<file path="src/rtl/spi_slave_char_engine.sv">
`timescale 1ns/1ps
// -----------------------------------------------------------------------------
// spi_slave_char_engine
//
// Purpose:
//   SPI responder side of the character engine. Each frame carries one or
//   more characters of 1..16 bits. The external SCK, CS_N and MOSI pins are
//   synchronised into the S_SYSCLK domain, and SCK edges are recovered from
//   the synchronised samples. S_SYSCLK must be at least 8x SCK. The engine
//   supports all four CPOL/CPHA modes, MSB- or LSB-first bit order, and
//   back-to-back characters inside a single CS_N assertion. Toward the core
//   there is a one-deep TX holding register and a valid/ready RX port.
//
// Ports:
//   S_SYSCLK, S_RESET           clock, asynchronous active-high reset
//   S_ENABLE                    0 holds the engine idle (MISO_OE low)
//   S_CPOL, S_CPHA, S_REV       SPI mode and bit order (static while busy)
//   S_CHAR_LEN                  character length minus one
//   S_SPI_CS_N/SCK/MOSI         asynchronous pins from the master
//   S_SPI_MISO, S_SPI_MISO_OE   serial data to the master and its pad enable
//   S_TX_DATA/VALID/READY       next character to send (right-justified)
//   S_RX_DATA/VALID/READY       received character (right-justified)
//   S_RX_OVERRUN                pulse: a character was dropped, RX still full
//   S_TX_UNDERRUN               pulse: a character started with no TX data
//   S_BUSY                      a frame is active
// -----------------------------------------------------------------------------
module spi_slave_char_engine #(
    parameter int          SYNC_STAGES   = 2,
    parameter logic [15:0] UNDERRUN_FILL = 16'hFFFF
) (
    input  logic        S_SYSCLK,
    input  logic        S_RESET,
    input  logic        S_ENABLE,
    input  logic        S_CPOL,
    input  logic        S_CPHA,
    input  logic        S_REV,
    input  logic [3:0]  S_CHAR_LEN,
    input  logic        S_SPI_CS_N,
    input  logic        S_SPI_SCK,
    input  logic        S_SPI_MOSI,
    output logic        S_SPI_MISO,
    output logic        S_SPI_MISO_OE,
    input  logic [15:0] S_TX_DATA,
    input  logic        S_TX_VALID,
    output logic        S_TX_READY,
    output logic [15:0] S_RX_DATA,
    output logic        S_RX_VALID,
    input  logic        S_RX_READY,
    output logic        S_RX_OVERRUN,
    output logic        S_TX_UNDERRUN,
    output logic        S_BUSY
);

    typedef enum logic [1:0] {
        ST_IDLE  = 2'd0,
        ST_LOAD  = 2'd1,
        ST_SHIFT = 2'd2
    } state_t;

    // Synchroniser chains and the one-sample history used for edge detection
    logic [SYNC_STAGES-1:0] r_sck_sync;
    logic [SYNC_STAGES-1:0] r_cs_sync;
    logic [SYNC_STAGES-1:0] r_mosi_sync;
    logic                   r_sck_d;
    logic                   r_cs_d;

    // Frame state and datapath
    state_t      r_state;
    logic        r_busy;
    logic        r_miso;
    logic [15:0] r_tx_sh;
    logic [15:0] r_rx_sh;
    logic [3:0]  r_bitcnt;
    logic        r_presample;
    logic [15:0] r_rx_data;
    logic        r_rx_valid;
    logic        r_rx_overrun;

    // TX holding register
    logic [15:0] r_hold;
    logic        r_tx_ready;
    logic        r_tx_underrun;

    // Combinational helpers
    logic        w_sck;
    logic        w_cs_n;
    logic        w_mosi;
    logic        w_sck_edge;
    logic        w_lead;
    logic        w_trail;
    logic        w_sample;
    logic        w_shift;
    logic        w_cs_fall;
    logic        w_abort;
    logic        w_last;
    logic        w_load;
    logic [3:0]  w_rx_idx;
    logic [15:0] w_rx_next;
    logic [15:0] w_tx_next;
    logic [15:0] w_load_val;

    // Input synchronisers. CS_N resets to the "selected" level so that a pin
    // already held low across reset is not mistaken for a fresh CS_N fall.
    always_ff @(posedge S_SYSCLK or posedge S_RESET) begin
        if (S_RESET) begin
            r_sck_sync  <= {SYNC_STAGES{1'b0}};
            r_cs_sync   <= {SYNC_STAGES{1'b0}};
            r_mosi_sync <= {SYNC_STAGES{1'b0}};
            r_sck_d     <= 1'b0;
            r_cs_d      <= 1'b0;
        end else begin
            r_sck_sync  <= {r_sck_sync[SYNC_STAGES-2:0], S_SPI_SCK};
            r_cs_sync   <= {r_cs_sync[SYNC_STAGES-2:0], S_SPI_CS_N};
            r_mosi_sync <= {r_mosi_sync[SYNC_STAGES-2:0], S_SPI_MOSI};
            r_sck_d     <= w_sck;
            r_cs_d      <= w_cs_n;
        end
    end

    assign w_sck  = r_sck_sync[SYNC_STAGES-1];
    assign w_cs_n = r_cs_sync[SYNC_STAGES-1];
    assign w_mosi = r_mosi_sync[SYNC_STAGES-1];

    // Leading edge leaves the idle level, trailing edge returns to it.
    assign w_sck_edge = w_sck ^ r_sck_d;
    assign w_lead     = w_sck_edge & (w_sck != S_CPOL);
    assign w_trail    = w_sck_edge & (w_sck == S_CPOL);
    assign w_sample   = S_CPHA ? w_trail : w_lead;
    assign w_shift    = S_CPHA ? w_lead  : w_trail;

    assign w_cs_fall  = ~w_cs_n & r_cs_d;
    assign w_abort    = w_cs_n | ~S_ENABLE;
    assign w_last     = (r_bitcnt == S_CHAR_LEN);
    assign w_load     = (r_state == ST_LOAD) && !w_abort;
    assign w_load_val = r_tx_ready ? UNDERRUN_FILL : r_hold;
    assign w_tx_next  = S_REV ? {r_tx_sh[14:0], 1'b0} : {1'b0, r_tx_sh[15:1]};
    assign w_rx_idx   = S_REV ? (S_CHAR_LEN - r_bitcnt) : r_bitcnt;

    // Receive register with the current MOSI bit dropped into its final position
    always_comb begin
        w_rx_next           = r_rx_sh;
        w_rx_next[w_rx_idx] = w_mosi;
    end

    // Frame FSM with the shift datapath and RX handshake.
    // r_presample is set at each character start: a shift edge seen before the
    // first sample edge of a character must not advance the TX register, since
    // bit 0 is already on MISO (CPHA=1 first leading edge, or the trailing edge
    // that closes the previous character when CPHA=0).
    always_ff @(posedge S_SYSCLK or posedge S_RESET) begin
        if (S_RESET) begin
            r_state      <= ST_IDLE;
            r_busy       <= 1'b0;
            r_miso       <= 1'b0;
            r_tx_sh      <= 16'h0000;
            r_rx_sh      <= 16'h0000;
            r_bitcnt     <= 4'd0;
            r_presample  <= 1'b0;
            r_rx_data    <= 16'h0000;
            r_rx_valid   <= 1'b0;
            r_rx_overrun <= 1'b0;
        end else begin
            r_rx_overrun <= 1'b0;
            if (r_rx_valid && S_RX_READY) begin
                r_rx_valid <= 1'b0;
            end
            case (r_state)
                ST_IDLE: begin
                    r_miso <= 1'b0;
                    if (S_ENABLE && w_cs_fall) begin
                        r_state <= ST_LOAD;
                        r_busy  <= 1'b1;
                    end
                end
                ST_LOAD: begin
                    if (w_abort) begin
                        r_state <= ST_IDLE;
                        r_busy  <= 1'b0;
                        r_miso  <= 1'b0;
                    end else begin
                        r_tx_sh     <= w_load_val;
                        r_miso      <= S_REV ? w_load_val[S_CHAR_LEN] : w_load_val[0];
                        r_rx_sh     <= 16'h0000;
                        r_bitcnt    <= 4'd0;
                        r_presample <= 1'b1;
                        r_state     <= ST_SHIFT;
                    end
                end
                ST_SHIFT: begin
                    if (w_abort) begin
                        r_state <= ST_IDLE;
                        r_busy  <= 1'b0;
                        r_miso  <= 1'b0;
                    end else if (w_sample) begin
                        r_rx_sh     <= w_rx_next;
                        r_presample <= 1'b0;
                        if (w_last) begin
                            // Deliver unless the core still holds the previous char.
                            if (!r_rx_valid || S_RX_READY) begin
                                r_rx_data  <= w_rx_next;
                                r_rx_valid <= 1'b1;
                            end else begin
                                r_rx_overrun <= 1'b1;
                            end
                            r_state <= ST_LOAD;
                        end else begin
                            r_bitcnt <= r_bitcnt + 4'd1;
                        end
                    end else if (w_shift && !r_presample) begin
                        r_tx_sh <= w_tx_next;
                        r_miso  <= S_REV ? w_tx_next[S_CHAR_LEN] : w_tx_next[0];
                    end
                end
                default: begin
                    r_state <= ST_IDLE;
                    r_busy  <= 1'b0;
                    r_miso  <= 1'b0;
                end
            endcase
        end
    end

    // One-deep TX holding register: filled by the core, drained at char start
    always_ff @(posedge S_SYSCLK or posedge S_RESET) begin
        if (S_RESET) begin
            r_hold        <= 16'h0000;
            r_tx_ready    <= 1'b1;
            r_tx_underrun <= 1'b0;
        end else begin
            r_tx_underrun <= 1'b0;
            if (w_load) begin
                if (r_tx_ready) begin
                    r_tx_underrun <= 1'b1;
                end else begin
                    r_tx_ready <= 1'b1;
                end
            end
            // Only possible while empty, so it never collides with a drain.
            if (S_TX_VALID && r_tx_ready) begin
                r_hold     <= S_TX_DATA;
                r_tx_ready <= 1'b0;
            end
        end
    end

    assign S_SPI_MISO    = r_miso;
    assign S_SPI_MISO_OE = r_busy;
    assign S_BUSY        = r_busy;
    assign S_TX_READY    = r_tx_ready;
    assign S_RX_DATA     = r_rx_data;
    assign S_RX_VALID    = r_rx_valid;
    assign S_RX_OVERRUN  = r_rx_overrun;
    assign S_TX_UNDERRUN = r_tx_underrun;

endmodule

</file>
<file path="config.mk">
export PLATFORM = sky130hd
export DESIGN_NAME = spi_slave_char_engine
export DESIGN_NICKNAME = d
export VERILOG_FILES = /design/src/rtl/spi_slave_char_engine.sv
export SDC_FILE = /design/constraint.sdc
export NUM_CORES = 1
export LEC_CHECK = 0
export CORE_MARGIN = 2
export CORE_UTILIZATION = 57
export DETAILED_ROUTE_END_ITERATION = 6
export PLACE_DENSITY_LB_ADDON = 0.1
export SLEW_MARGIN = 20
export SYNTH_ARGS = -nofsm -noshare
export SYNTH_HDL_FRONTEND = slang
export SYNTH_SLANG_ARGS = --single-unit
</file>
<file path="constraint.sdc">
create_clock -name S_SYSCLK -period 3 [get_ports S_SYSCLK]
set_input_delay 0.45 -clock S_SYSCLK [delete_from_list [all_inputs] [get_ports S_SYSCLK]]
set_output_delay 0.45 -clock S_SYSCLK [all_outputs]
set_load 0.05 [all_outputs]
</file>
* Word-level counts from Yosys, hierarchy flattened
Cells that the tools add are included.
Cells by class: $add $sub $neg 2, multipliers 0, divide/modulo/power cells 0, $lt $le $gt $ge 3, equality and inequality tests 17, shifts and indexed selects 0, muxes and demuxes 61, bitwise logic cells 8, reductions and logical operators 21
Operators with widths (count):
- two-way mux 16 bit | 9
- case mux 16 bit (2 select lines) | 2
- two-way mux 1 bit | 31
- two-way mux 4 bit | 5
- bitwise mux 16 bit | 1
- AND reduction 5 bit | 3
- != test 2 bit, second input constant | 7
- != test 3 bit, second input constant | 4
- < comparator 4 x 5 -> 1 bit, second input constant | 2
- two-way mux 2 bit | 5
- binary-select mux 1 bit (select 4 bit) | 2
- case mux 4 bit (2 select lines) | 1
- logical AND 1 bit | 6
- case mux 1 bit (2 select lines) | 3
- case mux 2 bit (3 select lines) | 1
- adder 4 x 1 -> 4 bit, second input constant | 1
- demux 1 bit (select 4 bit) | 1
- equality test 4 bit | 1
- greater-or-equal comparator 4 x 1 -> 1 bit, second input constant | 1
- AND reduction 2 bit | 2
- AND reduction 4 bit | 1
- nonzero test 2 bit | 2
- subtractor 4 bit | 1
- bitwise AND 1 bit | 3
- 13 further kinds | 17
Word-level totals: register bits 85, bits in latches 0, bits in writable memories 0, bits in read-only memories 0, bits of input ports 31, logic and storage cells 130, memories kept 0

* Longest topological paths before layout
Gate-level depths: netlist (run 1).
depth after elaboration 10, depth in mapped cells 10, mapped depth without buffers 10

* Worst setup path before layout (run 1)
Ideal clock, no wire load.
path kind input-to-reg, start input S_CHAR_LEN[0], end register r_rx_data[3], in the netlist S_RX_DATA[3], arrival 2.277 ns, setup slack 0.597 ns, cell stages on the path 10, cell sequence inv_1 -> ha_1 -> inv_1 -> fa_1 -> xnor2_1 -> a21o_1 -> nand2_1 -> nor3_4 -> mux2i_1 -> a21oi_1
Between the ends: word-level cells in the longest chain between the ends 7, elaborated cells on any way between the ends 10
RTL lines:
- start, declared | line 37 | input logic [3:0] S_CHAR_LEN,
- subtractor 4 bit | line 137 | assign w_rx_idx = S_REV ? (S_CHAR_LEN - r_bitcnt) : r_bitcnt;
- two-way mux 4 bit | line 137
- < comparator 4 x 5 -> 1 bit (implied by the code) or greater-or-equal comparator 4 x 1 -> 1 bit (tied branches) | line 142 | w_rx_next[w_rx_idx] = w_mosi;
- logical AND 1 bit (implied by the code) | line 142
- two-way mux 1 bit (implied by the code) | line 142
- demux 1 bit (select 4 bit) | line 142
- bitwise mux 16 bit | line 142
- end signal, assigned | line 200 | r_rx_data <= w_rx_next;
- end, declared | line 75 | logic [15:0] r_rx_data;
Several ways; a longest one is shown, not always the timed one. A chain may end at the register's enable or synchronous reset.

* Final worst setup path (run 1)
start input S_CHAR_LEN[0], end register r_rx_data[6], in the netlist S_RX_DATA[6]
The elaborated chain is that of the path after synthesis.

==> run_results.csv, run 1 <==
group,metric,value,unit
pwr,clkPwrFrac,22.1,%
timing,drv_slew,0,
global_route,grtUsageTotal,24.6,%
pwr,swShare,36.5,%
timing,fin_ws,341,ps
detailed_routing,postRouteWirelength,10700,microns
setup_path,worstSetupPathType,"in2reg",
detailed_routing,drc,0,
global_route,grt_antenna_before_repair,0,
timing,hold_viol_final,0,
synthesis,synth.net_count,517,
setup_path,cp.required,3220,ps
cts,htree_levels,3,
timing,fmax,0.376,GHz
detailed_routing,viasPerCell,5.88,
cts,hold_buffers,0,
pwr,power.share.sequential,41.2,%
synthesis,synthCells,477,
timing,fin_crit_sh,88.6,%
setup_path,slowest_stage,"clkdlybuf4s50_1",
hold_path,min_path_type,"in2async",
cts,cts_root_buf,"clkbuf_8",
cts,cts_buffer_depth,2,
setup_path,crit_path_cell_trace,"clkdlybuf4s50_1 -> inv_1 -> ha_1 -> inv_1 -> fa_1 -> xnor2_1 -> a21o_1 -> nor4_2 -> mux2i_1 -> a21oi_1",
setup_path,cpPeakStageDelay,450,ps
finish,multi_input_area,0.00251,sq mm
synthesis,synthArstFlopShare,100,%
detailed_routing,dr.first_iter.drc_count,258,
synthesis,yosysWarnings,0,
synthesis,synth_cell_types,61,
timing,relSlewSlack,39.4,%
detailed_routing,dr.pass1.iters,5,
global_route,grt_pass1_wl,17700,microns
detailed_routing,wl_per_cell,16.8,microns
timing,setup_violations,0,
run_status,status,"complete, no violations",
timing,rsz0062_at_grt,"false",
timing,fin_worst_skew,14.5,ps
detailed_routing,num_vias,3771,
synthesis,synth_edf_count,0,
synthesis,ys_seq_area_share,43.6,%
finish,drive_above_1_share,18.5,%
placed_design,hpwl,7590,microns
cts,cts_resized,0,
finish,nNetsFinal,572,
setup_path,cpMostUsedCell,"inv_1",
setup_path,worstSetupEndpointType,"flip-flop",
cts,tritoncts,"done",
pwr,combPwrFrac,36.7,%
timing,fin_hold_ws,288,ps
global_route,busiest_layer,"met2",
pwr,vdd_ir_drop_max,0.487,mV
setup_path,path_max_fanout,8,
global_route,grt_use_met1,35.6,%
floorplanning,dieArea,0.00932,sq mm
synthesis,syn_area_per_cell,10.2,sq um
cts,postCtsSetupBuffers,0,
synthesis,synth_area,0.00488,sq mm
pwr,p_sw,1.57,mW
setup_path,cp_data_arrival_time,2880,ps
run,drv_cap,0,
finish,n_antenna_cell,0,
global_route,grt_max_degree,50,
finish,area_delta_synth_final,18.5,%
synthesis,synthFlopType,"dfrtp_1",
cts,clkSlewWorstSetupHoldPaths,80,ps
cts,clock_latency,360,ps
placed_design,gp_congestion,0.859,
floorplanning,ioPinCount,54,
global_route,grt_pass1_vias,3613,
placed_design,pre_cts_ws,-19.1,ps
floorplanning,core_area,0.00826,sq mm
setup_path,cp-start-kind,"primary input",
floorplanning,initial_core_util,59.1,%
pwr,power_density,743,mW/mm^2
timing,period_needed,2660,ps
timing,tightest_slew,907,ps
floorplanning,die_h,96.5,microns
finish,fill_cells,674,
detailed_routing,ant_nets,0,
pwr,internal_power,2.73,mW
synthesis,ys_ff_latch,85,
pwr,finalPower,4.30,mW
placed_design,io_buffers,53,
global_route,met3_usage,3.88,%
global_route,grt_overflow,0,
global_route,gr-usage-met2,37.8,%
cts,clock_sinks,85,
finish,final-seq-area,0.00213,sq mm
cts,cts_buffers,9,
floorplanning,rows,33,
pwr,power.leakage,2.44,nW
floorplanning,die_x,96.5,microns
[cells in the mapped netlist, types with 2 or more instances]
cell | instances | share of area, %
nor3_4 | 2 | 0.67
buf_2 | 12 | 1.2
nor3b_1 | 2 | 0.31
nor3_1 | 11 | 1.1
dfrtp_1 | 84 | 43
o2111ai_1 | 2 | 0.36
a221oi_1 | 2 | 0.36
nand2_1 | 35 | 2.7
o211ai_1 | 2 | 0.31
o22ai_1 | 8 | 1.0
a22oi_1 | 9 | 1.4
nand2b_1 | 4 | 0.51
o21ai_2 | 6 | 1.1
inv_1 | 15 | 1.2
or3_1 | 3 | 0.38
nor2_1 | 43 | 3.3
nand3b_1 | 2 | 0.31
mux2i_1 | 47 | 9.6
nand3_1 | 6 | 0.62
ha_1 | 8 | 2.1
xnor2_1 | 2 | 0.36
buf_6 | 4 | 0.92
o21ai_1 | 4 | 0.41
a32oi_1 | 2 | 0.36
clkbuf_1 | 12 | 0.92
nor2_2 | 2 | 0.26
a31oi_1 | 2 | 0.26
o31ai_1 | 3 | 0.46
nor2b_1 | 6 | 0.77
nor4_2 | 6 | 1.5
o21ai_0 | 19 | 1.9
mux2_2 | 34 | 7.8
buf_4 | 4 | 0.62
a21oi_1 | 43 | 4.4
a211oi_1 | 4 | 0.62
and3_1 | 2 | 0.26
[power by group through the flow]
stage	clock network, mW	registers [mW]	logic, mW
6_report	0.950	1.77	1.58
4_1_cts	0.972	1.76	1.57
3_3_place_gp	0	1.76	1.52
5_1_grt	1.01	1.81	1.74
3_5_place_dp	0	1.78	1.57
2_1_floorplan	0	1.74	1.15
[worst max-delay path: cells and delay by family]
family	cells	cell delay [ps]
buffers and inverters	3	630
xor gates and xnor gates	1	160
AOI/OAI and AO/OA	2	410
and+or+nand+nor	1	420
muxes	1	230
adders and majority gates	2	580
[layout by cell type, fill, tap and decap left out, drive strengths merged, types with 4 or more instances in the layout]
cell type | synthesis | final
clkdlybuf4s50 | 0 | 52
inv | 15 | 14
nor2 | 45 | 45
a211oi | 4 | 4
nor4 | 7 | 7
o22ai | 9 | 9
nor2b | 6 | 6
nor3 | 13 | 13
dfrtp | 84 | 84
a21oi | 44 | 44
nand2b | 4 | 4
a22oi | 9 | 9
ha | 8 | 8
mux2 | 34 | 34
nand3 | 7 | 7
clkbuf | 12 | 11
o21ai | 29 | 29
buf | 20 | 24
nand2 | 35 | 35
mux2i | 48 | 48
[flip-flops by register name, indices dropped and copies added (netlist names)]
register	count
r_cs_sync	2
r_sck_d	1
S_TX_UNDERRUN	1
S_RX_DATA	16
S_BUSY	1
S_RX_OVERRUN	1
r_bitcnt	4
r_mosi_sync	2
r_hold	16
S_SPI_MISO	1
r_presample	1
S_TX_READY	1
r_rx_sh	16
r_sck_sync	2
r_cs_d	1
r_tx_sh	16
r_state	2
S_RX_VALID	1
[final timing paths]
kind | from | to | slack [ps] | cells after the start
worst max-delay path | S_CHAR_LEN[0] | S_RX_DATA[6] | 340 | 10
worst min-delay path | S_RESET | S_RX_DATA[1] | 290 | 2
worst max register to register | r_bitcnt[1] | S_RX_DATA[6] | 410 | 9
worst min register to register | r_cs_sync[0] | r_cs_sync[1] | 360 | 0
max in group asynchronous | S_RESET | S_RX_DATA[12] | 2090 | 3
min in group S_SYSCLK | r_cs_sync[0] | r_cs_sync[1] | 360 | 0
[kinds of logic (layout without fill, tap and decap cells)]
kind of cell	count (synthesis)	in the layout	synth area share, %
adders and majority gates	9	9	2.46
AOI/OAI and AO/OA	117	117	15.6
and+or+nand+nor	132	132	14.2
buffers and inverters	47	106	4.85
xor gates and xnor gates	4	4	0.872
muxes	83	83	18.4
DFF	85	85	43.6
[routing by layer]
metal / vias to the layer above / wire length, microns
met5: - / 0
met4: 0 / 95
met3: 10 / 453
met2: 90 / 4980
met1: 1842 / 5220
li1: 1829 / -
[layout make-up]
type,count,area share (%)
Tap cell,105,2.27
Clock buffer,11,2.27
Clock inverter,4,1.69
Sequential cell,85,36.8
Inverter,15,0.995
Timing Repair Buffer,76,12.5
Multi-Input combinational cell,345,43.5
[per-stage QoR]
stage                     util (%)  instance area [sq um]  instances  TNS (ps)
final                         70.0                   5780        641         0
after global routing          70.0                   5780        641         0
after CTS                     70.0                   5780        641         0
after detailed placement      67.3                   5560        626     -19.1
after global placement        67.3                   5560        626         0
after floorplan                  -                   4880        477         0
Power figures use the tool's default switching activity.
==> run 2: changes to the inputs <==
--- a/config.mk
+++ b/config.mk
@@ -9,7 +9,7 @@
 export CORE_UTILIZATION = 57
 export DETAILED_ROUTE_END_ITERATION = 6
 export PLACE_DENSITY_LB_ADDON = 0.1
-export SLEW_MARGIN = 20
+export SLEW_MARGIN = 10
 export SYNTH_ARGS = -nofsm -noshare
 export SYNTH_HDL_FRONTEND = slang
 export SYNTH_SLANG_ARGS = --single-unit
==> results of run 2 <==
Final layout, timing and power as in run 1 (identical DEF).
==> run 3: changes to the inputs <==
==> constraint.sdc (replaced) <==
create_clock -name S_SYSCLK -period 3.05 [get_ports S_SYSCLK]
set_input_delay 0.4575 -clock S_SYSCLK [delete_from_list [all_inputs] [get_ports S_SYSCLK]]
set_output_delay 0.4575 -clock S_SYSCLK [all_outputs]
set_load 0.05 [all_outputs]
==> run_results.csv, run 3 (same netlist as run 1, synthesis figures left out) <==
group,metric,value,unit
setup_path,path_max_fanout,4,
timing,fin_ws,370,ps
pwr,finalPower,4.19,mW
finish,final_cell_mix,"dfrtp_1, clkdlybuf4s50_1, mux2i_1, a21oi_1, nor2_1",
placed_design,pre_cts_ws,21.9,ps
global_route,grt_pass1_vias,3750,
detailed_routing,postRouteWirelength,11100,microns
pwr,p_sw,1.54,mW
floorplanning,core_area,0.00826,sq mm
timing,setup_violations,0,
cts,cts_buffer_depth,2,
setup_path,cp-start-kind,"primary input",
detailed_routing,drc,0,
global_route,grt_max_degree,46,
timing,fmax,0.373,GHz
timing,fin_crit_sh,87.9,%
timing,tightest_slew,870,ps
setup_path,rr_endpoint,"S_RX_DATA[0]",
timing,fin_worst_skew,6.61,ps
floorplanning,dieArea,0.00932,sq mm
cts,cts_root_buf,"clkbuf_8",
detailed_routing,dr.first_iter.drc_count,250,
setup_path,cp.required,3280,ps
pwr,vdd_ir_drop_max,0.504,mV
detailed_routing,wl_per_cell,17.3,microns
setup_path,cp_data_arrival_time,2910,ps
floorplanning,die_x,96.5,microns
cts,clock_latency,350,ps
cts,postCtsSetupBuffers,0,
global_route,grt_antenna_before_repair,0,
timing,period_needed,2680,ps
pwr,combPwrFrac,37.1,%
setup_path,ff2ff_path_depth,9,
floorplanning,initial_core_util,59.1,%
placed_design,hpwl,7720,microns
cts,clkSlewWorstSetupHoldPaths,90,ps
cts,tritoncts,"done",
timing,rsz0062_at_grt,"false",
placed_design,gp_congestion,0.865,
setup_path,reg2reg_from,"r_bitcnt[1]",
run,drv_cap,0,
placed_design,io_buffers,53,
floorplanning,ioPinCount,54,
floorplanning,rows,33,
cts,htree_levels,3,
timing,setup_tns,0,ps
global_route,grt_overflow,0,
pwr,power.leakage,2.43,nW
global_route,grtUsageTotal,25.9,%
finish,drive_above_1_share,18.5,%
finish,n_antenna_cell,0,
pwr,clkPwrFrac,21.6,%
timing,relSlewSlack,41.9,%
detailed_routing,dr.pass1.iters,5,
pwr,swShare,36.8,%
finish,nNetsFinal,571,
pwr,power_density,726,mW/mm^2
cts,clock_sinks,85,
setup_path,cp-endpoint,"S_RX_DATA[12]",
detailed_routing,viasPerCell,6.00,
hold_path,min_path_type,"in2async",
timing,drv_slew,0,
setup_path,worstSetupPathType,"in2reg",
detailed_routing,ant_nets,0,
cts,cts_buffers,9,
timing,hold_viol_final,0,
setup_path,reg2reg_setup_slack,480,ps
setup_path,worstSetupEndpointType,"flip-flop",
setup_path,crit_path_start,"S_CHAR_LEN[0]",
cts,hold_buffers,0,
detailed_routing,num_vias,3845,
finish,final_common_cell,"dfrtp_1",
global_route,grt_pass1_wl,18700,microns
cts,cts_resized,0,
finish,area_delta_synth_final,18.3,%
pwr,power.share.sequential,41.3,%
floorplanning,die_h,96.5,microns
pwr,internal_power,2.65,mW
run_status,status,"complete, no violations",
run 3: cell count changes in the layout (fill, tap and decap cells not counted):
cell,before,now
buf_4,21,20
bufinv_16,3,2
clkbuf_8,9,11
run 3: area by class of cell:
| class | count | area (sq um) |
|---|---|---|
| tap | 105 | 131 |
| clock inverter | 3 | 67.6 |
| sequential | 85 | 2130 |
| timing repair buffer | 75 | 716 |
| inverter | 15 | 57.6 |
| fill | 647 | 2480 |
| clock buffer | 13 | 159 |
| multi-input combinational | 345 | 2510 |
run 3: per-stage QoR:
step                      instance area, sq um  hold slack (ps)  util, %  instances
after floorplan                           4880              331        -        477
after global placement                    5550              334     67.2        625
after detailed placement                  5550              351     67.2        625
after CTS                                 5770              334     69.9        641
after global routing                      5770              349     69.9        641
final                                     5770              334     69.9        641
run 3: metal layers:
layer | vias up | track usage (%) | wire, microns
met1 | 1889 | 37.1 | 5250
met5 | - | 0 | 0
met4 | 0 | 6.69 | 139
met3 | 17 | 3.96 | 422
met2 | 104 | 41.3 | 5260
li1 | 1835 | - | -
run 3: worst max-delay path, stage by stage:
cell and delay (ps):
clkdlybuf4s50_1 450, inv_1 110, ha_1 210, inv_1 70
fa_1 550, inv_1 60, a32oi_1 410, nor2_1 130
o21ai_2 120, mux2i_1 250, a21oi_1 90
run 3: power groups by stage:
stage          registers, mW  logic [mW]  clock network [mW]
2_1_floorplan           1.71        1.13                   0
3_3_place_gp            1.73        1.50                   0
3_5_place_dp            1.75        1.54                   0
4_1_cts                 1.72        1.56               0.919
5_1_grt                 1.77        1.71               0.974
6_report                1.73        1.55               0.906
run 3: how the worst min path moves through the flow:
stage              startpoint              to  slack [ps]
6_report              S_RESET  r_mosi_sync[0]         330
5_1_grt               S_RESET  r_mosi_sync[0]         350
4_1_cts               S_RESET  r_mosi_sync[0]         330
3_5_place_dp    r_sck_sync[0]   r_sck_sync[1]         350
3_3_place_gp   r_mosi_sync[0]  r_mosi_sync[1]         330
2_1_floorplan    r_cs_sync[0]    r_cs_sync[1]         330
